<file path="src/rtl/spi_flash_loader_pkg.sv">
`default_nettype none
// spi_flash_loader_pkg -- SPI register map, ctrl field positions and helpers shared with the SPI peripheral.
// Rev 1.0
package spi_flash_loader_pkg;

  typedef enum logic [1:0] {
    DATAREG = 2'd0,
    IMMDATA = 2'd1,
    CTRLREG = 2'd2
  } spi_reg_e;

  typedef enum logic [1:0] {
    WIDTH_BYTE  = 2'd0,
    WIDTH_HALF  = 2'd1,
    WIDTH_TRIPLE = 2'd2,
    WIDTH_WORD  = 2'd3
  } spi_width_e;

  localparam int CTRL_WIDTH_LSB     = 0;
  localparam int CTRL_SS_LSB        = 8;
  localparam int CTRL_ENDIAN_BIT    = 16;
  localparam int CTRL_SS_ACTIVE_BIT = 24;

  localparam logic [7:0] FLASH_READ = 8'h03;

  function automatic logic [31:0] byte_swap(input logic [31:0] w);
    return {w[7:0], w[15:8], w[23:16], w[31:24]};
  endfunction

  // 32-bit, big-endian shifting, chosen slave selected.
  function automatic logic [31:0] cfg_word(input logic [1:0] ss);
    logic [31:0] w;
    w = 32'd0;
    w[CTRL_WIDTH_LSB +: 2]   = WIDTH_WORD;
    w[CTRL_SS_LSB +: 2]      = ss;
    w[CTRL_ENDIAN_BIT]       = 1'b1;
    w[CTRL_SS_ACTIVE_BIT]    = 1'b1;
    return w;
  endfunction

endpackage
`default_nettype wire

</file>
<file path="src/rtl/spi_flash_loader_if.sv">
`default_nettype none
// spi_flash_loader_if -- SPI register port and RAM write port driven by the loader.
// Rev 1.0
interface spi_flash_loader_if;
  logic        spi_select;
  logic [3:0]  spi_we;
  logic        spi_rd;
  logic [1:0]  spi_addr;
  logic [31:0] spi_wdata;
  logic [31:0] spi_rdata;
  logic        spi_wbusy;
  logic        spi_rbusy;
  logic [3:0]  mem_we;
  logic [31:0] mem_addr;
  logic [31:0] mem_wdata;
  logic        mem_wbusy;

  modport master (
    output spi_select, spi_we, spi_rd, spi_addr, spi_wdata,
    output mem_we, mem_addr, mem_wdata,
    input  spi_rdata, spi_wbusy, spi_rbusy, mem_wbusy
  );

  modport slave (
    input  spi_select, spi_we, spi_rd, spi_addr, spi_wdata,
    input  mem_we, mem_addr, mem_wdata,
    output spi_rdata, spi_wbusy, spi_rbusy, mem_wbusy
  );
endinterface
`default_nettype wire

</file>
<file path="src/rtl/spi_flash_loader.sv">
`default_nettype none
// spi_flash_loader -- issues a flash READ through the SPI register port and copies N words into RAM.
// Rev 1.0
module spi_flash_loader
  import spi_flash_loader_pkg::*;
#(
  parameter int         SS_INDEX  = 0,
  parameter logic [7:0] READ_CMD  = FLASH_READ,
  parameter bit         BYTE_SWAP = 1'b1
) (
  input  logic                      clk,
  input  logic                      reset,
  input  logic                      start,
  input  logic [23:0]               flash_addr,
  input  logic [31:0]               dest_addr,
  input  logic [15:0]               word_count,
  output logic                      busy,
  output logic                      done,
  spi_flash_loader_if.master        bus
);

  typedef enum logic [2:0] {
    ST_IDLE  = 3'd0,
    ST_CFG   = 3'd1,
    ST_CMDLD = 3'd2,
    ST_ISSUE = 3'd3,
    ST_WAIT  = 3'd4,
    ST_MEMWR = 3'd5,
    ST_DESEL = 3'd6,
    ST_DONE  = 3'd7
  } state_t;

  localparam logic [1:0]  SS_SEL   = 2'(SS_INDEX);
  localparam logic [31:0] CFG_WORD = cfg_word(SS_SEL);

  state_t      state, state_nxt;
  logic [23:0] flash_base;
  logic [31:0] dest_base;
  logic [15:0] count;
  logic [15:0] idx;
  logic        cmd_phase;
  logic        wait_first;

  logic [15:0] idx_inc;
  logic [31:0] rx_word;
  logic [31:0] mem_addr_cur;
  logic        xfer_ready;

  logic        sel_nxt, rd_nxt, busy_nxt, done_nxt;
  logic [3:0]  we_nxt, mem_we_nxt;
  logic [1:0]  addr_nxt;
  logic [31:0] wdata_nxt, mem_addr_nxt, mem_wdata_nxt;

  assign idx_inc      = idx + 16'd1;
  assign rx_word      = BYTE_SWAP ? byte_swap(bus.spi_rdata) : bus.spi_rdata;
  assign mem_addr_cur = (dest_base & 32'hFFFF_FFFC) + {14'd0, idx, 2'b00};
  // rbusy rises one cycle after the read strobe, so the first WAIT cycle is never trusted.
  assign xfer_ready   = !wait_first && !bus.spi_rbusy;

  always_comb begin
    state_nxt = state;
    case (state)
      ST_IDLE:  if (start) state_nxt = (word_count == 16'd0) ? ST_DONE : ST_CFG;
      ST_CFG:   if (!bus.spi_wbusy) state_nxt = ST_CMDLD;
      ST_CMDLD: if (!bus.spi_wbusy) state_nxt = ST_ISSUE;
      ST_ISSUE: state_nxt = ST_WAIT;
      ST_WAIT:  if (xfer_ready) state_nxt = cmd_phase ? ST_ISSUE : ST_MEMWR;
      ST_MEMWR: if (!bus.mem_wbusy) state_nxt = (idx_inc == count) ? ST_DESEL : ST_ISSUE;
      ST_DESEL: if (!bus.spi_wbusy) state_nxt = ST_DONE;
      ST_DONE:  state_nxt = ST_IDLE;
      default:  state_nxt = ST_IDLE;
    endcase
  end

  // Outputs are decoded from the next state and registered, so they change with the state.
  always_comb begin
    sel_nxt       = 1'b0;
    rd_nxt        = 1'b0;
    we_nxt        = 4'b0000;
    addr_nxt      = DATAREG;
    wdata_nxt     = 32'd0;
    mem_we_nxt    = 4'b0000;
    mem_addr_nxt  = 32'd0;
    mem_wdata_nxt = 32'd0;
    busy_nxt      = (state_nxt != ST_IDLE) && (state_nxt != ST_DONE);
    done_nxt      = (state_nxt == ST_DONE);
    case (state_nxt)
      ST_CFG: begin
        sel_nxt   = 1'b1;
        we_nxt    = 4'b1111;
        addr_nxt  = CTRLREG;
        wdata_nxt = CFG_WORD;
      end
      ST_CMDLD: begin
        sel_nxt   = 1'b1;
        we_nxt    = 4'b1111;
        addr_nxt  = IMMDATA;
        wdata_nxt = {READ_CMD, flash_base};
      end
      ST_ISSUE: begin
        sel_nxt = 1'b1;
        rd_nxt  = 1'b1;
      end
      ST_WAIT: sel_nxt = 1'b1;
      ST_MEMWR: begin
        mem_we_nxt    = 4'b1111;
        mem_addr_nxt  = mem_addr_cur;
        mem_wdata_nxt = (state == ST_WAIT) ? rx_word : bus.mem_wdata;
      end
      ST_DESEL: begin
        sel_nxt  = 1'b1;
        we_nxt   = 4'b1000;
        addr_nxt = CTRLREG;
      end
      default: ;
    endcase
  end

  always_ff @(posedge clk or posedge reset) begin
    if (reset) begin
      state          <= ST_IDLE;
      flash_base     <= 24'd0;
      dest_base      <= 32'd0;
      count          <= 16'd0;
      idx            <= 16'd0;
      cmd_phase      <= 1'b0;
      wait_first     <= 1'b0;
      busy           <= 1'b0;
      done           <= 1'b0;
      bus.spi_select <= 1'b0;
      bus.spi_rd     <= 1'b0;
      bus.spi_we     <= 4'b0000;
      bus.spi_addr   <= 2'd0;
      bus.spi_wdata  <= 32'd0;
      bus.mem_we     <= 4'b0000;
      bus.mem_addr   <= 32'd0;
      bus.mem_wdata  <= 32'd0;
    end else begin
      state          <= state_nxt;
      wait_first     <= (state == ST_ISSUE);
      busy           <= busy_nxt;
      done           <= done_nxt;
      bus.spi_select <= sel_nxt;
      bus.spi_rd     <= rd_nxt;
      bus.spi_we     <= we_nxt;
      bus.spi_addr   <= addr_nxt;
      bus.spi_wdata  <= wdata_nxt;
      bus.mem_we     <= mem_we_nxt;
      bus.mem_addr   <= mem_addr_nxt;
      bus.mem_wdata  <= mem_wdata_nxt;
      if (state == ST_IDLE && start && word_count != 16'd0) begin
        flash_base <= flash_addr;
        dest_base  <= dest_addr;
        count      <= word_count;
        idx        <= 16'd0;
        cmd_phase  <= 1'b1;
      end
      if (state == ST_WAIT && xfer_ready) cmd_phase <= 1'b0;
      if (state == ST_MEMWR && !bus.mem_wbusy) idx <= idx_inc;
    end
  end

endmodule
`default_nettype wire

</file>
<file path="src/flat_wrapper.sv">
// flat-port wrapper written by rule: the top's interface ports become plain ports
module spi_flash_loader_flat import spi_flash_loader_pkg::*;
#(
  parameter int         SS_INDEX  = 0,
  parameter logic [7:0] READ_CMD  = FLASH_READ,
  parameter bit         BYTE_SWAP = 1'b1
)
  (clk, reset, start, flash_addr, dest_addr, word_count, busy, done, bus_spi_select, bus_spi_we, bus_spi_rd, bus_spi_addr, bus_spi_wdata, bus_mem_we, bus_mem_addr, bus_mem_wdata, bus_spi_rdata, bus_spi_wbusy, bus_spi_rbusy, bus_mem_wbusy);
  spi_flash_loader_if bus_i ();
  input  logic clk;
  input  logic reset;
  input  logic start;
  input  logic [23:0] flash_addr;
  input  logic [31:0] dest_addr;
  input  logic [15:0] word_count;
  output logic busy;
  output logic done;
  output wire logic [$bits(bus_i.spi_select)-1:0] bus_spi_select;
  output wire logic [$bits(bus_i.spi_we)-1:0] bus_spi_we;
  output wire logic [$bits(bus_i.spi_rd)-1:0] bus_spi_rd;
  output wire logic [$bits(bus_i.spi_addr)-1:0] bus_spi_addr;
  output wire logic [$bits(bus_i.spi_wdata)-1:0] bus_spi_wdata;
  output wire logic [$bits(bus_i.mem_we)-1:0] bus_mem_we;
  output wire logic [$bits(bus_i.mem_addr)-1:0] bus_mem_addr;
  output wire logic [$bits(bus_i.mem_wdata)-1:0] bus_mem_wdata;
  input wire logic [$bits(bus_i.spi_rdata)-1:0] bus_spi_rdata;
  input wire logic [$bits(bus_i.spi_wbusy)-1:0] bus_spi_wbusy;
  input wire logic [$bits(bus_i.spi_rbusy)-1:0] bus_spi_rbusy;
  input wire logic [$bits(bus_i.mem_wbusy)-1:0] bus_mem_wbusy;
  assign bus_spi_select = bus_i.spi_select;
  assign bus_spi_we = bus_i.spi_we;
  assign bus_spi_rd = bus_i.spi_rd;
  assign bus_spi_addr = bus_i.spi_addr;
  assign bus_spi_wdata = bus_i.spi_wdata;
  assign bus_mem_we = bus_i.mem_we;
  assign bus_mem_addr = bus_i.mem_addr;
  assign bus_mem_wdata = bus_i.mem_wdata;
  assign bus_i.spi_rdata = bus_spi_rdata;
  assign bus_i.spi_wbusy = bus_spi_wbusy;
  assign bus_i.spi_rbusy = bus_spi_rbusy;
  assign bus_i.mem_wbusy = bus_mem_wbusy;
  spi_flash_loader #(.SS_INDEX(SS_INDEX), .READ_CMD(READ_CMD), .BYTE_SWAP(BYTE_SWAP)) u_core (.clk(clk), .reset(reset), .start(start), .flash_addr(flash_addr), .dest_addr(dest_addr), .word_count(word_count), .busy(busy), .done(done), .bus(bus_i));
endmodule
</file>
<file path="config.mk">
export PLATFORM = sky130hd
export DESIGN_NAME = spi_flash_loader_flat
export DESIGN_NICKNAME = d
export VERILOG_FILES = /design/src/rtl/spi_flash_loader_pkg.sv /design/src/rtl/spi_flash_loader_if.sv /design/src/rtl/spi_flash_loader.sv /design/src/flat_wrapper.sv
export SDC_FILE = /design/constraint.sdc
export NUM_CORES = 1
export LEC_CHECK = 0
export BUFFER_PORTS_ARGS = -buffer_cell sky130_fd_sc_hd__buf_2
export CAP_MARGIN = 20
export CORE_ASPECT_RATIO = 1.2
export CORE_MARGIN = 4
export CORE_UTILIZATION = 40
export DETAILED_ROUTE_END_ITERATION = 8
export GPL_TIMING_DRIVEN = 0
export PLACE_DENSITY = 0.64
export SYNTH_ARGS = -nofsm -noshare
export SYNTH_HDL_FRONTEND = slang
export SYNTH_SLANG_ARGS = --single-unit
</file>
<file path="constraint.sdc">
create_clock -name clk -period 6.55 [get_ports clk]
set_input_delay 0.9825 -clock clk [delete_from_list [all_inputs] [get_ports clk]]
set_output_delay 0.9825 -clock clk [all_outputs]
set_load 0.005 [all_outputs]
</file>
==> results by group, run 1 <==
CTS
  – Clock transition at path regs: approximately 0.07 ns
  – Resized Gates After CTS: 0
  – Setup repair bufs after CTS: 0
  – CTS Buf Count: 17
  – Clk sinks: 186
  – H-tree Lvls: 4
  – Clock root buffer: clkbuf_16
  – CTS Hold Buffers Added: 0
  – Clock latency at the later pin of the worst-skew pair: 0.43 ns
  – CTS max path bufs: 2
  – CTS tree: yes

Cells and area
  – Area grow syn2layout: 23.6%
  – Final Net Count: 1,140
  – Layout Cells excl Fill: approximately 1,300
  – # fillers: between 2,000 and 2,500
  – Share of cells above drive strength 1: 0.354
  – # diodes: 0
  – Final Instance Area: 11,000 um^2

Synth
  – Post-synth EDFFs: 0
  – Seq/Total Area, Yosys: 0.523
  – Cells after Synth: roughly 780
  – Post-synth design cell area: 8890 um^2
  – YS warnings: 0
  – Synthesized flop and latch total: about 190
  – Asr flop ratio synth: 1.00
  – Distinct cells, synth: 62
  – Primary FF master, synth: dfrtp_1
  – Mapped Avg Cell Area: between 10 and 15 um^2

Timing
  – Setup TNS: 0 ns
  – Slew Viols, Final: 0
  – Final setup vio count: 0
  – Endpoints failing hold: 0
  – Max-slew headroom: 0.431
  – Post-layout min period: between 3 and 4 ns
  – Least-Margin Pin Slew: 0.853 ns
  – Crit share post-route: 0.539
  – Unrepaired setup endpoints after global routing: false
  – Achievable Freq: 0.283 GHz
  – Clk_skew: between 0.01 and 0.015 ns

Setup path
  – CP Class: reg -> reg
  – Startpoint Class: flop
  – Worst EP arrival: 3.84 ns
  – Worst-path fanout max: 10
  – R2r setup slk: between 3 and 4 ns
  – Crit. End Element: flop
  – Worst path required time: a little under 7 ns

Floorplan
  – Site Rows: 59
  – Die width: 144 um
  – Die Area: about 25,000 um^2
  – Initial Utilization: 0.408
  – Core area: between 20,000 and 25,000 um^2
  – Chip Height: 171 um
  – Ports: 220

Route
  – Final ANT Viol Nets: 0
  – Via-to-Cell Ratio: approximately 5.1
  – DR WL/cell: between 15 and 20 um
  – Total number of vias: between 6,000 and 7,000
  – Routed wire length: between 20,000 and 25,000 um
  – Detailed Routing Iterations Pass 1: 5
  – 1st-iter DRT viols: about 350
  – Post-route DRC: 0

Min path
  – Hold crit path type: reg -> reg

Placed design
  – Routability cong.: 0.861
  – Post-DP Area: between 10,000 and 15,000 um^2
  – Detailed Place HPWL: 15,900 um
  – IO Port Bufs: about 210
  – Dpl cells: roughly 1,300

Power and ir drop
  – Worst vdd ir: 0.176 mV
  – Tot Pwr: between 4000 and 5000 uW
  – Power per Cell Area: between 400 and 500 nW/um^2
  – Static Leak: 0.00532 uW

Global route
  – Grt ovf: 0
  – Pin count of the biggest net entering global routing: 108
  – GRT Resource Usage Total: 0.169
  – Vias in the first global route: approximately 6,600
  – Initial antenna violation count: 0
  – First-pass GRT wire length: approximately 33,000 um

Run
  – Max Cap Viol: 0

Status
  – Status: complete, no violations
==> critical path, stage by stage, from the launching register on <==
cell and delay (ns):
dfrtp_1 0.53, ha_1 0.21, clkbuf_2 0.21, and4_1 0.20, clkbuf_1 0.32, and4_1 0.24, o221ai_1 0.10, a22oi_1 0.23
nand4_2 0.27, o311ai_4 0.77, buf_6 0.25, nor3_1 0.06
==> stage by stage <==
stage | util | hold slack [ns] | setup slack, ns
2_1_floorplan | - | 0.441 | 0.510
3_3_place_gp | 0.473 | 0.450 | -1.55
3_5_place_dp | 0.475 | 0.460 | 2.68
4_1_cts | 0.505 | 0.477 | 2.98
5_1_grt | 0.505 | 0.498 | 2.81
6_report | 0.505 | 0.473 | 3.02
==> power by group <==
group / switching [uW] / total, uW / internal [uW] / leakage, uW
Combinational: 923 / 1770 / 842 / 0.00259
Sequential: 215 / 1730 / 1520 / 0.00242
Clock: 504 / 1100 / 595 / 0.000315
Total: 1640 / 4600 / 2960 / 0.00532
==> kinds of logic (layout without fill, tap and decap cells) <==
| kind of cell | Yosys count | in the layout | synth area share |
|---|---|---|---|
| AO/OA/AOI/OAI | 123 | 123 | 0.0912 |
| XOR/XNOR | 42 | 42 | 0.0414 |
| adder cells (fa/ha/maj) | 18 | 18 | 0.0262 |
| buffers and inverters | 75 | 317 | 0.0494 |
| flip-flops | 186 | 186 | 0.523 |
| multiplexers | 102 | 102 | 0.125 |
| other | 1 | 8 | 0.000422 |
| AND/OR/NAND/NOR | 229 | 229 | 0.144 |
==> cells in the final DEF (no fill, tap or decap), types with 17 or more instances in the layout <==
master,netlist,routed
o21ai_0,44,44
dfrtp_1,186,186
ha_1,17,17
nand2_1,33,33
clkbuf_16,0,17
nor3_1,60,60
nand3_1,17,17
nor2_1,27,27
xnor2_1,19,19
a21oi_1,23,23
and2_1,27,27
xor2_1,23,23
clkbuf_1,26,26
mux2_2,70,70
buf_2,5,214
mux2i_1,32,32
==> cell type report <==
class	instances	area, um^2	share of cell area
sequential	186	4650	0.423
multi-input combinational	522	3830	0.348
timing repair buffer	210	1070	0.0976
clock buffer	17	425	0.0387
buffer	60	383	0.0348
tap	274	343	0.0312
clock inverter	15	226	0.0206
inverter	15	63.8	0.00580
==> worst paths after layout <==
check / start / to / cells after the start
worst min register to register: u_core.flash_base[0] / u_core.bus.spi_wdata[0] / 2
min in group asynchronous: reset / u_core.bus.mem_wdata[2] / 2
worst max register to register: u_core.idx[1] / u_core.bus.mem_wdata[11] / 11
worst max-delay path: u_core.idx[1] / u_core.bus.mem_wdata[11] / 11
max in group asynchronous: reset / u_core.idx[3] / 3
worst min-delay path: u_core.flash_base[0] / u_core.bus.spi_wdata[0] / 2
==> synth_stat cells, drive strengths merged (2+ instances only) <==
cell type	count	area share
ha	17	0.024
a21oi	23	0.013
nor3	60	0.034
nand4	16	0.015
a22oi	2	0.0017
a21o	5	0.0042
nor4	12	0.012
inv	15	0.0063
and4	5	0.0049
mux2	70	0.089
dfrtp	186	0.52
clkbuf	27	0.012
nor2b	5	0.0035
mux2i	32	0.036
a211oi	10	0.011
o21bai	2	0.0017
a41oi	2	0.0020
a31oi	7	0.0049
nor3b	3	0.0025
xnor2	19	0.019
nor2	27	0.011
nand2b	4	0.0028
xor2	23	0.023
o21ai	44	0.025
buf	33	0.032
nand2	33	0.014
o31ai	8	0.0068
or3	11	0.0077
and2	27	0.019
o211ai	3	0.0025
a211o	2	0.0020
and3	5	0.0035
nand3	18	0.011
==> registers in the layout (all words and copies together), names as in the netlist <==
name and flops:
u_core.wait_first 1, u_core.state 3, u_core.bus.mem_we 1, u_core.cmd_phase 1
u_core.dest_base 30, u_core.bus.spi_we 2, u_core.count 16, u_core.busy 1
u_core.bus.mem_addr 30, u_core.bus.spi_select 1, u_core.bus.spi_addr 2, u_core.bus.spi_rd 1
u_core.flash_base 24, u_core.bus.spi_wdata 24, u_core.idx 16, u_core.done 1
u_core.bus.mem_wdata 32
==> layer usage <==
layer,GRT usage,up-vias,share of wire
li1,-,3250,-
met1,0.220,3160,0.43
met2,0.285,186,0.50
met3,0.0414,19,0.063
met4,0.0397,0,0.010
met5,0,-,0
No activity file was read; power rests on OpenSTA's default activity.
==> run 2: changes to the inputs <==
--- a/config.mk
+++ b/config.mk
@@ -12,7 +12,7 @@
 export CORE_UTILIZATION = 40
 export DETAILED_ROUTE_END_ITERATION = 8
 export GPL_TIMING_DRIVEN = 0
-export PLACE_DENSITY = 0.64
+export PLACE_DENSITY = 0.66
 export SYNTH_ARGS = -nofsm -noshare
 export SYNTH_HDL_FRONTEND = slang
 export SYNTH_SLANG_ARGS = --single-unit
==> constraint.sdc (replaced) <==
create_clock -name clk -period 3.1 [get_ports clk]
set_input_delay 0.465 -clock clk [delete_from_list [all_inputs] [get_ports clk]]
set_output_delay 0.465 -clock clk [all_outputs]
set_load 0.005 [all_outputs]
==> run 2 against run 1 <==
  * Highest routed layer unchanged
  * Combinational power increased by 120%
  * Routed wire length increased by 1.4%
  * Critical endpoint is now u_core.bus.mem_addr[16]
  * Cell count increased by 0.77%
  * Core utilization increased by 0.36 points
  * Worst hold slack got worse by 0.32 ns
==> results by group, run 2 (synthesized netlist as in run 1, its figures left out) <==
Status
  – Status: complete, no violations (unchanged)

Global route
  – Grt ovf: 0 (unchanged)
  – Initial antenna violation count: 0 (unchanged)
  – GRT Resource Usage Total: 0.168 (was 0.169)
  – First-pass GRT wire length: 32,800 um (was 33,200 um)
  – Vias in the first global route: 6,510 (was 6,582)
  – Pin count of the biggest net entering global routing: 43 (was 108)

CTS
  – CTS tree: yes (unchanged)
  – Clock transition at path regs: 0.07 ns (about the same)
  – CTS Buf Count: 17 (unchanged)
  – Clock root buffer: clkbuf_16 (unchanged)
  – CTS Hold Buffers Added: 0 (unchanged)
  – Clk sinks: 186 (unchanged)
  – H-tree Lvls: 4 (unchanged)
  – Clock latency at the later pin of the worst-skew pair: 0.43 ns (about the same)
  – CTS max path bufs: 2 (unchanged)

Run
  – Max Cap Viol: 0 (unchanged)

Cells and area
  – Regs by FF count: u_core.bus.mem_wdata x32, u_core.bus.mem_addr x30, u_core.dest_base x30 (unchanged)
  – Max FFs per register: 32 (unchanged)
  – Final Net Count: 1,151 (was 1,140)
  – Core Util, Final: 0.509 (was 0.505)
  – Reg with most FFs: u_core.bus.mem_wdata (unchanged)
  – Area grow syn2layout: 24.5% (was 23.6%)
  – # fillers: 2,005 (was 2,002)
  – Share of cells above drive strength 1: 0.371 (was 0.354)
  – Commonest non-fill, non-tap cell in the layout: buf_2 (unchanged)
  – Most frequent cells in the layout: buf_2 (215), dfrtp_1 (184), mux2_2 (70), nor3_1 (58), o21ai_0 (44) (was buf_2 (214), dfrtp_1 (186), mux2_2 (70), nor3_1 (60), o21ai_0 (44))
  – # diodes: 0 (unchanged)

Route
  – Detailed Routing Iterations Pass 1: 4 (was 5)
  – Total number of vias: 6,659 (was 6,615)
  – Routed wire length: 21,200 um (was 20,900 um)
  – Post-route DRC: 0 (unchanged)
  – Via-to-Cell Ratio: 5.09 (about the same)
  – DR WL/cell: 16.2 um (was 16.1 um)
  – 1st-iter DRT viols: 379 (was 349)
  – Final ANT Viol Nets: 0 (unchanged)

Setup path
  – Startpoint Class: flop (unchanged)
  – CP Class: reg -> reg (unchanged)
  – Crit. End Element: flop (unchanged)
  – R2R Path Start: u_core.idx[1] (unchanged)
  – Reg2reg path depth: 12 (was 11)
  – Worst R2R End: u_core.bus.mem_addr[16] (was u_core.bus.mem_wdata[11])
  – Worst path required time: 3.43 ns (was 6.86 ns)
  – R2r setup slk: 0.16 ns (was 3.02 ns)
  – Worst EP arrival: 3.27 ns (was 3.84 ns)
  – Worst-path fanout max: 10 (unchanged)

Timing
  – Least-Margin Pin Slew: 0.818 ns (was 0.853 ns)
  – Final setup vio count: 0 (unchanged)
  – Max-slew headroom: 0.455 (was 0.431)
  – Slew Viols, Final: 0 (unchanged)
  – Achievable Freq: 0.340 GHz (was 0.283 GHz)
  – Endpoints failing hold: 0 (unchanged)
  – Clk_skew: 0.0114 ns (was 0.0120 ns)
  – Post-layout min period: 2.94 ns (was 3.53 ns)
  – Crit share post-route: 0.948 (was 0.539)

Min path
  – Hold crit path type: in -> async (was reg -> reg)

Placed design
  – Routability cong.: 0.846 (was 0.861)
  – Detailed Place HPWL: 16,300 um (was 15,900 um)
  – IO Port Bufs: 208 (unchanged)

Floorplan
  – Die width: 144 um (unchanged)
  – Initial Utilization: 0.408 (unchanged)
  – Site Rows: 59 (unchanged)
  – Ports: 220 (unchanged)
  – Core area: 21,800 um^2 (unchanged)
  – Die Area: 24,700 um^2 (unchanged)
  – Chip Height: 171 um (unchanged)

Power and ir drop
  – Static Leak: 0.00536 uW (was 0.00532 uW)
  – Tot Pwr: 9580 uW (was 4600 uW)
  – Power per Cell Area: 865 nW/um^2 (was 418 nW/um^2)
  – Worst vdd ir: 0.466 mV (was 0.176 mV)
run 2: changes by cell type in the layout (fill, tap and decap cells not counted), sizes merged:
cell	previous run	this run
clkinv	7	3
buf	243	256
clkinvlp	0	3
inv	21	22
bufinv	2	0
clkbuf	44	43
run 2: stage by stage:
step	hold WS [ns]	cell area [um^2]	instances	setup WS, ns	setup TNS [ns]
floorplan	0.441	8920	783	0.242	0
global placement	0.451	10300	1265	-0.911	-218.14
detailed placement	0.463	10400	1270	-0.455	-36.75
CTS	0.159	11000	1301	0.0123	0
global route	0.195	11100	1309	-0.0176	-0.0815
finish	0.150	11100	1309	0.162	0
run 2: per-layer routing:
layer | GRT usage | wire length (um) | vias up
met2 | 0.284 | 10500 | 207
met3 | 0.0448 | 1350 | 22
met1 | 0.212 | 9070 | 3168
met4 | 0.0495 | 315 | 0
li1 | - | - | 3262
met5 | 0 | 0 | -
run 2: worst max-delay path, cell delays in order, from the launching register on:
cell and delay [ns]:
dfrtp_2 0.42, ha_1 0.15, buf_2 0.20, nand4_4 0.18, buf_4 0.19, nor3_1 0.19
a32oi_1 0.10, a22oi_1 0.32, nand4_4 0.22, a21bo_2 0.26, buf_4 0.20, buf_6 0.16
nor3_1 0.24
run 2: how the worst max path moves through the flow:
stage	from	depth (start not counted)	to	slack (ns)
after floorplan	reset	1	u_core.bus.mem_addr[10]	0.24
after global placement	reset	2	u_core.flash_base[18]	-0.91
after detailed placement	u_core.idx[1]	11	u_core.bus.mem_wdata[10]	-0.45
after CTS	u_core.idx[0]	10	u_core.bus.mem_addr[20]	0.01
after global routing	u_core.idx[1]	11	u_core.bus.mem_addr[16]	-0.02
final	u_core.idx[1]	12	u_core.bus.mem_addr[16]	0.16
run 2: what timing repair did:
action	in CTS	in global routing
pin swaps	2	3
cloned	0	0
setup buffers	1	8
endpoints found under the hold margin	0	0
endpoints found under the setup margin	64	64
gates resized for setup	5	9
run 2: cell type report:
type / count / area (um^2) / area share
plain buffers: 59 / 380 / 0.0343
well taps: 274 / 343 / 0.0310
repair buffers: 222 / 1210 / 0.109
flip-flops and latches: 186 / 4660 / 0.421
clock buffers: 18 / 439 / 0.0397
multi-input cells: 522 / 3880 / 0.350
clock inverters: 13 / 109 / 0.00983
inverters: 15 / 60.1 / 0.00542
run 2: power breakdown:
group / internal, uW / total [uW] / leakage (uW) / switching [uW]
Combinational: 1850 / 3870 / 0.00268 / 2020
Clock: 1070 / 2050 / 0.000268 / 982
Sequential: 3210 / 3660 / 0.00241 / 449
Total: 6130 / 9580 / 0.00536 / 3450
==> run 3: changes to the inputs <==
--- a/config.mk
+++ b/config.mk
@@ -5,6 +5,7 @@
 export SDC_FILE = /design/constraint.sdc
 export NUM_CORES = 1
 export LEC_CHECK = 0
+export ABC_AREA = 1
 export BUFFER_PORTS_ARGS = -buffer_cell sky130_fd_sc_hd__buf_2
 export CAP_MARGIN = 20
 export CORE_ASPECT_RATIO = 1.2
@@ -12,7 +13,7 @@
 export CORE_UTILIZATION = 40
 export DETAILED_ROUTE_END_ITERATION = 8
 export GPL_TIMING_DRIVEN = 0
-export PLACE_DENSITY = 0.66
+export PLACE_DENSITY = 0.67
 export SYNTH_ARGS = -nofsm -noshare
 export SYNTH_HDL_FRONTEND = slang
 export SYNTH_SLANG_ARGS = --single-unit
==> run 3 against run 2 <==
  * Clock skew rose by 0.0042 ns
  * Total power fell by 5.8%
  * Critical path depth rose by 1
  * Sequential cell count did not move
  * Area after synthesis fell by 4.1%
  * Register-to-register slack improved by 0.14 ns
  * Worst setup slack improved by 0.14 ns
  * Sequential power fell by 1%
  * Routed wire length fell by 1.3%
  * Design area fell by 3.3%
  * Core utilization rose by 0.20 points
==> results by group, run 3 <==
Status
  – Status: complete, no violations (unchanged)

Placed design
  – Dpl cells: 1,385 (was 1,270)
  – Detailed Place HPWL: 16,000 um (was 16,300 um)
  – Routability cong.: 0.893 (was 0.846)
  – Dpl ws: -0.00327 ns (was -0.455 ns)
  – IO Port Bufs: 209 (was 208)

Cells and area
  – Regs by FF count: u_core.bus.mem_wdata x32, u_core.bus.mem_addr x30, u_core.dest_base x30 (unchanged)
  – Commonest non-fill, non-tap cell in the layout: buf_2 (unchanged)
  – # fillers: 1,908 (was 2,005)
  – Share of cells above drive strength 1: 0.286 (was 0.371)
  – Register area: 4660 um^2 (unchanged)
  – Area grow syn2layout: 25.6% (was 24.5%)
  – Area of the multi-input gates: 3320 um^2 (was 3880 um^2)
  – Max FFs per register: 32 (unchanged)
  – Final Net Count: 1,263 (was 1,151)
  – Reg with most FFs: u_core.bus.mem_wdata (unchanged)
  – Layout Cells excl Fill: 1,419 (was 1,309)
  – Most frequent cells in the layout: buf_2 (209), dfrtp_1 (184), nor2_1 (155), nand2_1 (137), inv_1 (87) (was buf_2 (215), dfrtp_1 (184), mux2_2 (70), nor3_1 (58), o21ai_0 (44))

Power and ir drop
  – Worst vdd ir: 0.398 mV (was 0.466 mV)
  – Power per Cell Area: 843 nW/um^2 (was 865 nW/um^2)
  – Static Leak: 0.00587 uW (was 0.00536 uW)

Global route
  – Grt ovf: 0 (unchanged)
  – Initial antenna violation count: 1 (was 0)
  – First-pass GRT wire length: 34,000 um (was 32,800 um)
  – Vias in the first global route: 6,684 (was 6,510)
  – GRT Resource Usage Total: 0.180 (was 0.168)
  – Pin count of the biggest net entering global routing: 42 (was 43)

Floorplan
  – Core area: 21,000 um^2 (was 21,800 um^2)
  – Chip Height: 168 um (was 171 um)
  – Die width: 141 um (was 144 um)
  – Site Rows: 58 (was 59)
  – Die Area: 23,700 um^2 (was 24,700 um^2)
  – Initial Utilization: 0.407 (was 0.408)
  – Ports: 220 (unchanged)

Setup path
  – Crit path to: u_core.bus.mem_addr[30] (was u_core.bus.mem_addr[16])
  – Worst-path fanout max: 7 (was 10)
  – Crit. End Element: flop (unchanged)
  – CP bufs+invs: 0 (was 4)
  – Reg2reg path depth: 13 (was 12)
  – R2R Path Start: u_core.idx[2] (was u_core.idx[1])
  – R2r setup slk: 0.30 ns (was 0.16 ns)
  – Worst R2R End: u_core.bus.mem_addr[30] (was u_core.bus.mem_addr[16])
  – CP Launch Point: u_core.idx[2] (was u_core.idx[1])
  – Crit path largest cell delay: 0.49 ns (was 0.42 ns)
  – Worst path top cell family by delay: compound AO/OA/AOI/OAI gates (was simple AND/OR/NAND/NOR gates)
  – CP Class: reg -> reg (unchanged)
  – Worst path required time: 3.42 ns (was 3.43 ns)
  – WP depth: 13 (was 12)
  – Worst EP arrival: 3.12 ns (was 3.27 ns)
  – Slowest-stage cell, CP: o21ai_0 (was dfrtp_2)
  – Startpoint Class: flop (unchanged)
  – Crit-path cells: ha_1 > nand2_1 > nand2_1 > nand2_1 > nand2_1 > nand2_1 > a21oi_1 > a21boi_2 > o21ai_0 > nand2_1 > nor2_1 > xor2_1 > nor2_1 (was ha_1 > buf_2 > nand4_4 > buf_4 > nor3_1 > a32oi_1 > a22oi_1 > nand4_4 > a21bo_2 > buf_4 > buf_6 > nor3_1)
  – CP most frequent cell: nand2_1

Synth
  – Post-synth design cell area: 8530 um^2 (was 8890 um^2)
  – Mapped Avg Cell Area: 9.54 um^2 (was 11.5 um^2)
  – Area leader, netlist: dfrtp_1 (unchanged)
  – YS warnings: 0 (unchanged)
  – Asr flop ratio synth: 1.00 (unchanged)
  – Multiplexer share of the synthesized area: 0.0812 (was 0.125)
  – Distinct cells, synth: 37 (was 62)
  – Simple-gate share of the synthesized area: 0.186 (was 0.144)
  – Synth Area in Compound Gates: 0.0569 (was 0.0912)
  – Synth top area share: 0.546 (was 0.523)
  – Most common cell in the netlist: dfrtp_1 (unchanged)
  – Synthesized flop and latch total: 186 (unchanged)
  – Synth Area in Adders: 0.0273 (was 0.0262)
  – Top cells by area, synth: dfrtp_1 (55%), nor2_1 (6.9%), nand2_1 (6.0%), mux2_2 (4.4%), inv_1 (3.9%) (was dfrtp_1 (52%), mux2_2 (8.9%), mux2i_1 (3.6%), nor3_1 (3.4%), o21ai_0 (2.5%))
  – Post-synth EDFFs: 0 (unchanged)
  – Commonest cells in the synthesized netlist: dfrtp_1 (186), nor2_1 (156), nand2_1 (137) (was dfrtp_1 (186), mux2_2 (70), nor3_1 (60))
  – Primary FF master, synth: dfrtp_1 (unchanged)
  – Seq/Total Area, Yosys: 0.546 (was 0.523)
  – Main combinational cell family by area after synthesis: simple AND/OR/NAND/NOR gates (unchanged)
  – Synth Area in XOR/XNOR: 0.0329 (was 0.0414)
  – Cells after Synth: 894 (was 776)

Min path
  – Hold crit path type: in -> reg (was in -> async)

Timing
  – Final setup vio count: 0 (unchanged)
  – Least-Margin Pin Slew: 0.765 ns (was 0.818 ns)
  – Crit share post-route: 0.904 (was 0.948)
  – Max-slew headroom: 0.490 (was 0.455)
  – Clk_skew: 0.0156 ns (was 0.0114 ns)
  – Final WS setup: 0.299 ns (was 0.162 ns)
  – WHS: 0.264 ns (was 0.150 ns)
  – Achievable Freq: 0.357 GHz (was 0.340 GHz)
  – Post-layout min period: 2.80 ns (was 2.94 ns)
  – Endpoints failing hold: 0 (unchanged)
  – Slew Viols, Final: 0 (unchanged)

CTS
  – Clock transition at path regs: 0.09 ns (was 0.07 ns)
  – CTS tree: yes (unchanged)
  – Clk sinks: 186 (unchanged)
  – H-tree Lvls: 4 (unchanged)
  – Clock root buffer: clkbuf_16 (unchanged)
  – CTS Buf Count: 17 (unchanged)
  – Clock latency at the later pin of the worst-skew pair: 0.44 ns (was 0.43 ns)
  – CTS max path bufs: 2 (unchanged)

Route
  – Detailed Routing Iterations Pass 1: 5 (was 4)
  – Via-to-Cell Ratio: 4.71 (was 5.09)
  – Routed wire length: 21,000 um (was 21,200 um)
  – Total number of vias: 6,680 (was 6,659)
  – Post-route DRC: 0 (unchanged)
  – 1st-iter DRT viols: 385 (was 379)
  – Final ANT Viol Nets: 0 (unchanged)
  – DR WL/cell: 14.8 um (was 16.2 um)

Run
  – Max Cap Viol: 0 (unchanged)
## run 3: worst min-delay path, delay by kind of cell
| family | cells | cell delay [ns] |
|---|---|---|
| buffers and inverters | 1 | 0.07 |
| AND/OR/NAND/NOR | 1 | 0.03 |
| AO/OA/AOI/OAI | 1 | 0.09 |
## run 3: cell type report
| type | count | share of cell area |
|---|---|---|
| clock buffers | 17 | 0.0397 |
| diodes | 1 | 0.000234 |
| repair buffers | 215 | 0.108 |
| inverters | 89 | 0.0316 |
| plain buffers | 40 | 0.0238 |
| well taps | 270 | 0.0316 |
| flip-flops and latches | 186 | 0.435 |
| multi-input cells | 586 | 0.310 |
| clock inverters | 15 | 0.0201 |
## run 3: cell families after synthesis
| family | Yosys count |
|---|---|
| compound gates | 91 |
| mux | 65 |
| flops | 186 |
| buf+inv | 129 |
| other cells | 1 |
| fa+ha+maj | 18 |
| simple gates | 372 |
| xor+xnor | 32 |
## run 3: metrics by stage
| stage | setup TNS [ns] | total power [uW] | area, um^2 | util |
|---|---|---|---|---|
| 6_report | 0 | 9020 | 10700 | 0.511 |
| 5_1_grt | -0.190 | 9710 | 10700 | 0.511 |
| 4_1_cts | 0 | 9140 | 10700 | 0.510 |
| 3_5_place_dp | -0.00327 | 6810 | 10000 | 0.479 |
| 3_3_place_gp | -168.29 | 6740 | 9940 | 0.474 |
| 2_1_floorplan | 0 | 5770 | 8560 | - |
## run 3: power by group
group,internal (uW),switching (uW)
logic,1350,1790
clock network,1130,1140
registers,3220,395
## run 3: per-layer routing
metal | global-route usage | wire length [um] | vias up
li1 | - | - | 3348
met1 | 0.227 | 8820 | 3124
met2 | 0.305 | 10600 | 180
met3 | 0.0358 | 1050 | 28
met4 | 0.0700 | 474 | 0
met5 | 0 | 0 | -
## run 3: timing repair
item,4_1_cts,5_1_grt
endpoints found under the hold margin,6,0
hold buffers,1,0
setup endpoints to repair,0,61
setup buffers,0,0
resized for setup,0,8
## run 3: worst min path at each step
stage	from	slack (ns)	endpoint	cells after the start
finish	flash_addr[13]	0.26	u_core.flash_base[13]	3
global placement	u_core.flash_base[6]	0.47	u_core.bus.spi_wdata[6]	2
floorplan	u_core.flash_base[10]	0.46	u_core.bus.spi_wdata[10]	2
CTS	dest_addr[8]	0.24	u_core.dest_base[8]	2
detailed placement	reset	0.43	u_core.bus.mem_addr[10]	2
global route	dest_addr[12]	0.25	u_core.dest_base[12]	2
